[src/rtl/uart_pkg.sv]
// uart_pkg: receiver FSM state encoding and the MMIO addresses shared by the UART transmitter and receiver.
package uart_pkg;
    typedef enum logic [1:0] {IDLE, START, DATA, STOP} rx_state_t;
    localparam logic [15:0] UART_DATA_ADDR   = 16'hf001;
    localparam logic [15:0] UART_STATUS_ADDR = 16'hf002;
endpackage

[src/rtl/uart_rx_fifo.sv]
// uart_rx_fifo: circular byte FIFO for the UART receiver; a push is accepted on a full FIFO only if a pop frees a slot the same cycle.
module uart_rx_fifo #(
    parameter int DEPTH = 4
) (
    input  logic       clock,
    input  logic       reset_n,
    input  logic       push,
    input  logic       pop,
    input  logic [7:0] wdata,
    output logic [7:0] rdata,
    output logic       empty,
    output logic       full
);
    localparam int AW = $clog2(DEPTH);
    logic [7:0]  r_mem [DEPTH];
    logic [AW-1:0] r_wp, r_rp;
    logic [AW:0] r_count;
    logic w_wr, w_rd;
    assign w_wr  = push && (!full || pop);
    assign w_rd  = pop && !empty;
    assign empty = r_count == '0;
    assign full  = r_count == (AW+1)'(DEPTH);
    assign rdata = r_mem[r_rp];
    always_ff @(posedge clock or negedge reset_n) begin
        if (!reset_n) begin
            r_wp    <= '0;
            r_rp    <= '0;
            r_count <= '0;
        end else begin
            if (w_wr) r_wp <= r_wp + 1'b1;
            if (w_rd) r_rp <= r_rp + 1'b1;
            r_count <= r_count + (AW+1)'(w_wr) - (AW+1)'(w_rd);
        end
    end
    // When full, push+pop writes into the slot being popped; the popped byte is read before the write lands.
    always_ff @(posedge clock) begin
        if (w_wr) r_mem[r_wp] <= wdata;
    end
endmodule

[src/rtl/uart_rx.sv]
// uart_rx: 8N1 UART receiver with mid-bit sampling and MMIO data/status reads.
// Define UART_RX_FIFO_EN to buffer bytes in a FIFO_DEPTH FIFO instead of a single holding register.
module uart_rx
    import uart_pkg::*;
#(
    parameter int          DELAY_FRAMES = 234,
    parameter logic [15:0] DATA_ADDR    = UART_DATA_ADDR,
    parameter logic [15:0] STATUS_ADDR  = UART_STATUS_ADDR
`ifdef UART_RX_FIFO_EN
    , parameter int        FIFO_DEPTH   = 4
`endif
) (
    input  logic        clock,
    input  logic        reset_n,
    input  logic        rx,
    input  logic [15:0] mmio_addr,
    input  logic        mmio_rd,
    output logic [7:0]  rd_data,
    output logic        rx_valid,
    output logic        overrun,
    output logic        frame_err
);
    localparam int CW = $clog2(DELAY_FRAMES);
    localparam logic [CW-1:0] LAST = CW'(DELAY_FRAMES - 1);
    localparam logic [CW-1:0] MID  = CW'(DELAY_FRAMES / 2 - 1);
    logic          r_rx_meta, r_rx_s;
    rx_state_t     r_state;
    logic [CW-1:0] r_cnt;
    logic [2:0]    r_bit;
    logic [7:0]    r_shift;
    logic          w_tick, w_push, w_stop_bad, w_ovr_set;
    logic          w_rd_data, w_rd_status, w_pop, w_empty, w_full;
    logic [7:0]    w_head, w_status;
    assign w_tick      = r_cnt == ((r_state == START) ? MID : LAST);
    assign w_push      = (r_state == STOP) && w_tick && r_rx_s;
    assign w_stop_bad  = (r_state == STOP) && w_tick && !r_rx_s;
    assign w_rd_data   = mmio_rd && (mmio_addr == DATA_ADDR);
    assign w_rd_status = mmio_rd && (mmio_addr == STATUS_ADDR);
    assign w_pop       = w_rd_data && !w_empty;
    assign w_ovr_set   = w_push && w_full && !w_pop;
    assign w_status    = {5'b0, frame_err, overrun, rx_valid};
    assign rx_valid    = !w_empty;
    always_ff @(posedge clock or negedge reset_n) begin
        if (!reset_n) begin
            r_rx_meta <= 1'b1;
            r_rx_s    <= 1'b1;
        end else begin
            r_rx_meta <= rx;
            r_rx_s    <= r_rx_meta;
        end
    end
    // cnt is held at zero in IDLE, so every state is entered with a fresh count.
    always_ff @(posedge clock or negedge reset_n) begin
        if (!reset_n) begin
            r_state <= IDLE;
            r_cnt   <= '0;
            r_bit   <= '0;
            r_shift <= '0;
        end else begin
            r_cnt <= (r_state == IDLE || w_tick) ? '0 : r_cnt + 1'b1;
            case (r_state)
                IDLE:  if (!r_rx_s) r_state <= START;
                START: if (w_tick) begin
                    r_state <= r_rx_s ? IDLE : DATA;
                    r_bit   <= '0;
                end
                DATA:  if (w_tick) begin
                    r_shift[r_bit] <= r_rx_s;
                    r_bit          <= r_bit + 1'b1;
                    if (r_bit == 3'd7) r_state <= STOP;
                end
                STOP:  if (w_tick) r_state <= IDLE;
                default: r_state <= IDLE;
            endcase
        end
    end
    // Sticky flags: a set in the same cycle as a status-read clear wins.
    always_ff @(posedge clock or negedge reset_n) begin
        if (!reset_n) begin
            rd_data   <= '0;
            overrun   <= 1'b0;
            frame_err <= 1'b0;
        end else begin
            if (mmio_rd) rd_data <= w_pop ? w_head : w_rd_status ? w_status : 8'h00;
            overrun   <= w_ovr_set || (overrun && !w_rd_status);
            frame_err <= w_stop_bad || (frame_err && !w_rd_status);
        end
    end
`ifdef UART_RX_FIFO_EN
    uart_rx_fifo #(.DEPTH(FIFO_DEPTH)) u_fifo (
        .clock   (clock),
        .reset_n (reset_n),
        .push    (w_push),
        .pop     (w_pop),
        .wdata   (r_shift),
        .rdata   (w_head),
        .empty   (w_empty),
        .full    (w_full)
    );
`else
    logic       r_hold_valid;
    logic [7:0] r_hold;
    always_ff @(posedge clock or negedge reset_n) begin
        if (!reset_n) begin
            r_hold       <= '0;
            r_hold_valid <= 1'b0;
        end else if (w_push && (!r_hold_valid || w_pop)) begin
            r_hold       <= r_shift;
            r_hold_valid <= 1'b1;
        end else if (w_pop) begin
            r_hold_valid <= 1'b0;
        end
    end
    assign w_head  = r_hold;
    assign w_empty = !r_hold_valid;
    assign w_full  = r_hold_valid;
`endif
endmodule

[config.mk]
export PLATFORM = sky130hd
export DESIGN_NAME = uart_rx
export DESIGN_NICKNAME = d
export VERILOG_FILES = /design/src/rtl/uart_pkg.sv /design/src/rtl/uart_rx_fifo.sv /design/src/rtl/uart_rx.sv
export SDC_FILE = /design/constraint.sdc
export NUM_CORES = 1
export LEC_CHECK = 0
export ABC_AREA = 1
export CAP_MARGIN = 20
export CORE_MARGIN = 1.5
export CORE_UTILIZATION = 54
export CTS_CLUSTER_DIAMETER = 150
export CTS_CLUSTER_SIZE = 25
export DETAILED_ROUTE_END_ITERATION = 12
export PLACE_DENSITY = 0.77
export SLEW_MARGIN = 20
export SYNTH_ARGS = -nofsm -noshare
export SYNTH_HDL_FRONTEND = slang
export SYNTH_HIERARCHICAL = 1
export SYNTH_SLANG_ARGS = --single-unit
[constraint.sdc]
create_clock -name clock -period 1.96 [get_ports clock]
set_clock_uncertainty 0.1 [all_clocks]
set_input_delay 0.196 -clock clock [delete_from_list [all_inputs] [get_ports clock]]
set_output_delay 0.196 -clock clock [all_outputs]
set_load 0.02 [all_outputs]
==> flow_metrics.env <==
export IMPL_status="complete, no violations"
export IMPL_vias=1695
export IMPL_die_h_um=65.6
export IMPL_start_util_pct=56.9
export IMPL_synth_xor_area_share_pct=1.24
export IMPL_grt_max_degree=43
export IMPL_cts_tree="yes"
export IMPL_synth_top_family_by_area="simple AND/OR/NAND/NOR gates"
export IMPL_cts_sinks=42
export IMPL_tns_ns=0
export IMPL_ys_seq_area_share_pct=49.8
export IMPL_instances_no_fill=343
export IMPL_nets=317
export IMPL_max_freq_mhz=594
export IMPL_cts_htree_levels=2
export IMPL_ios=31
export IMPL_antenna_found_initial=0
export IMPL_wl_mm=3.78
export IMPL_synth_area_mux_share_pct=0
export IMPL_period_minus_slack_ns=1.68
export IMPL_p_leak_uw=0.00126
export IMPL_critical_path_class="register to output pin"
export IMPL_gp_congestion=0.851
export IMPL_io_buffers=30
export IMPL_route_detailed_drc=0
export IMPL_via_per_inst=4.94
export IMPL_ys_types=30
export IMPL_min_path_type="primary input to register"
export IMPL_grt_pass1_vias=1570
export IMPL_yosysTopAreaCell="dfrtp_1"
export IMPL_cp_top_family="buffers and inverters"
export IMPL_cts_buffer_depth=2
export IMPL_netlist_area_mm2=0.00212
export IMPL_final_util_pct=69.1
export IMPL_drt_iter0_drc=64
export IMPL_synth_top_cell_area_share_pct=47.3
export IMPL_path_max_fanout=7
export IMPL_grtUsageTotal_pct=20.3
export IMPL_cp_required_ns=1.66
export IMPL_path_cells="clkdlybuf4s50_1"
export IMPL_die_w_um=65.6
export IMPL_hold_viol=0
export IMPL_syn_avg_cell_area_um2=8.26
export IMPL_drive_above_1_share_pct=10.2
export IMPL_synth_simple_area_share_pct=36.8
export IMPL_synth_area_top_cells="dfrtp_1 47%, nand2_1 14%, nand4_1 7.1%"
export IMPL_synth_edff_count=0
export IMPL_worst_slew_pin_slew_ns=0.507
export IMPL_critPathCaptureType="output pin"
export IMPL_n_antenna_cell=0
export IMPL_pwr_density_cell_mw_per_mm2=590
export IMPL_finalCritPeriodShare_pct=85.8
export IMPL_cap_violations=0
export IMPL_startpoint_type="register"
export IMPL_coreArea_mm2=0.00372
export IMPL_dp_cells=334
export IMPL_syn_inst=256
export IMPL_async_flop_share_pct=100
export IMPL_critPathBufInv=1
export IMPL_setup_violations_final=0
export IMPL_path_clk_slew_ns=0.08
export IMPL_relSlewSlack_pct=66.2
export IMPL_synth_net_count=279
export IMPL_row_count=22
export IMPL_die_area_mm2=0.00430
export IMPL_dp_hpwl_mm=2.70
export IMPL_rsz0062_at_grt="no"
export IMPL_synthAdderAreaFrac_pct=1.77
export IMPL_route_detailed_wl_per_inst_um=11.0
export IMPL_cp_slowest_cell="clkdlybuf4s50_1"
export IMPL_clk_latency_ns=0.30
export IMPL_area_delta_synth_final_pct=21.3
export IMPL_ys_warn_count=6
export IMPL_synth_main_ff_cell="dfrtp_1"
export IMPL_cp_slowest_stage_delay_ns=0.64
export IMPL_firstDrtPassIters=4
export IMPL_overflow=0
export IMPL_drv_slew=0
export IMPL_cts_buffers=5
export IMPL_synth_compound_area_share_pct=2.66
export IMPL_antenna_left=0
export IMPL_cp_arrival_ns=1.39
export IMPL_grt_pass1_wl_mm=6.75
export IMPL_vdd_drop_max_mv=0.644
export IMPL_clockRootBuffer="clkbuf_8"
export IMPL_ys_ff_latch=42
==> metal layers <==
layer  track usage (%)  routed length [um]  up-vias  share of wire (%)
li1                  -                   -      908                  -
met1              27.5                1910      746                 50
met2              30.9                1590       36                 42
met3              5.99                 230        5                6.1
met4              7.55                  48        0                1.3
met5                 0                   0        -                  0
==> flip-flops by register name, indices dropped and copies added (netlist names), named ones only <==
signal / count
frame_err: 1
overrun: 1
r_bit: 3
r_cnt: 8
r_hold: 8
r_rx_meta: 1
r_rx_s: 1
r_shift: 8
r_state: 1
rd_data: 8
rx_valid: 1
==> kinds of logic (layout without fill, tap and decap cells) <==
logic type / count (synthesis) / after routing
flip-flops: 42 / 42
buffers and inverters: 36 / 75
adder cells (fa/ha/maj): 3 / 3
AO/OA/AOI/OAI: 10 / 10
XOR/XNOR: 3 / 3
AND/OR/NAND/NOR: 162 / 162
==> synthesized netlist by cell type (3+ instances only) <==
cell type,instances
xor2_1,3
dfrtp_1,40
nand4_1,24
nor2_1,22
o21ai_0,7
nand2_1,80
ha_1,3
nor3_1,3
nand2_2,3
nand3_1,18
inv_1,27
==> final cells by class <==
class	instances	area (um^2)
clock inverters	3	23.8
multi-input cells	178	898
flip-flops and latches	42	1050
inverters	30	113
fillers	311	1150
clock buffers	5	68.8
well taps	48	60.1
repair buffers	37	350
==> path summary, 6_finish.rpt <==
check / to / start / depth (start not counted) / slack [ns]
min in group asynchronous: r_cnt[1] / reset_n / 3 / 0.38
max in group asynchronous: r_hold[4] / reset_n / 3 / 1.02
hold reg to reg: r_rx_s / r_rx_meta / 0 / 0.26
hold / removal: r_rx_meta / rx / 1 / 0.20
setup / recovery: rx_valid / rx_valid / 1 / 0.28
setup reg to reg: r_hold[4] / r_state[0] / 9 / 0.33
==> where the power goes <==
group,switching (uW),internal [uW]
combinational,32.7,41.3
clock,311,254
sequential,6.60,870
total,350,1170
==> through the flow <==
| step | power, uW | instance area, um^2 | hold slack [ns] | setup slack [ns] |
|---|---|---|---|---|
| final | 1520 | 2570 | 0.196 | 0.278 |
| after global routing | 1580 | 2570 | 0.193 | 0.158 |
| after CTS | 1540 | 2570 | 0.193 | 0.268 |
| after detailed placement | 968 | 2460 | 0.187 | 0.204 |
| after global placement | 967 | 2460 | 0.191 | 0.249 |
| after floorplan | 906 | 2120 | -0.200 | 0.512 |
==> placed cells by master, fill, tap and decap left out, types with 3 or more instances in the layout <==
| cell type | instances |
|---|---|
| o21ai_0 | 7 |
| ha_1 | 3 |
| dfrtp_1 | 40 |
| nand2_1 | 80 |
| clkdlybuf4s50_1 | 29 |
| nor3_1 | 3 |
| inv_1 | 27 |
| nand3_1 | 18 |
| nand4_1 | 24 |
| clkbuf_8 | 5 |
| xor2_1 | 3 |
| nor2_1 | 22 |
| nand2_2 | 3 |
| buf_4 | 6 |
==> what timing repair did <==
| item | in CTS | in global routing |
|---|---|---|
| setup buffers | 0 | 0 |
| endpoints found under the hold margin | 40 | 0 |
| hold buffers | 1 | 0 |
| resized for setup | 0 | 0 |
Power figures use the tool's default switching activity.
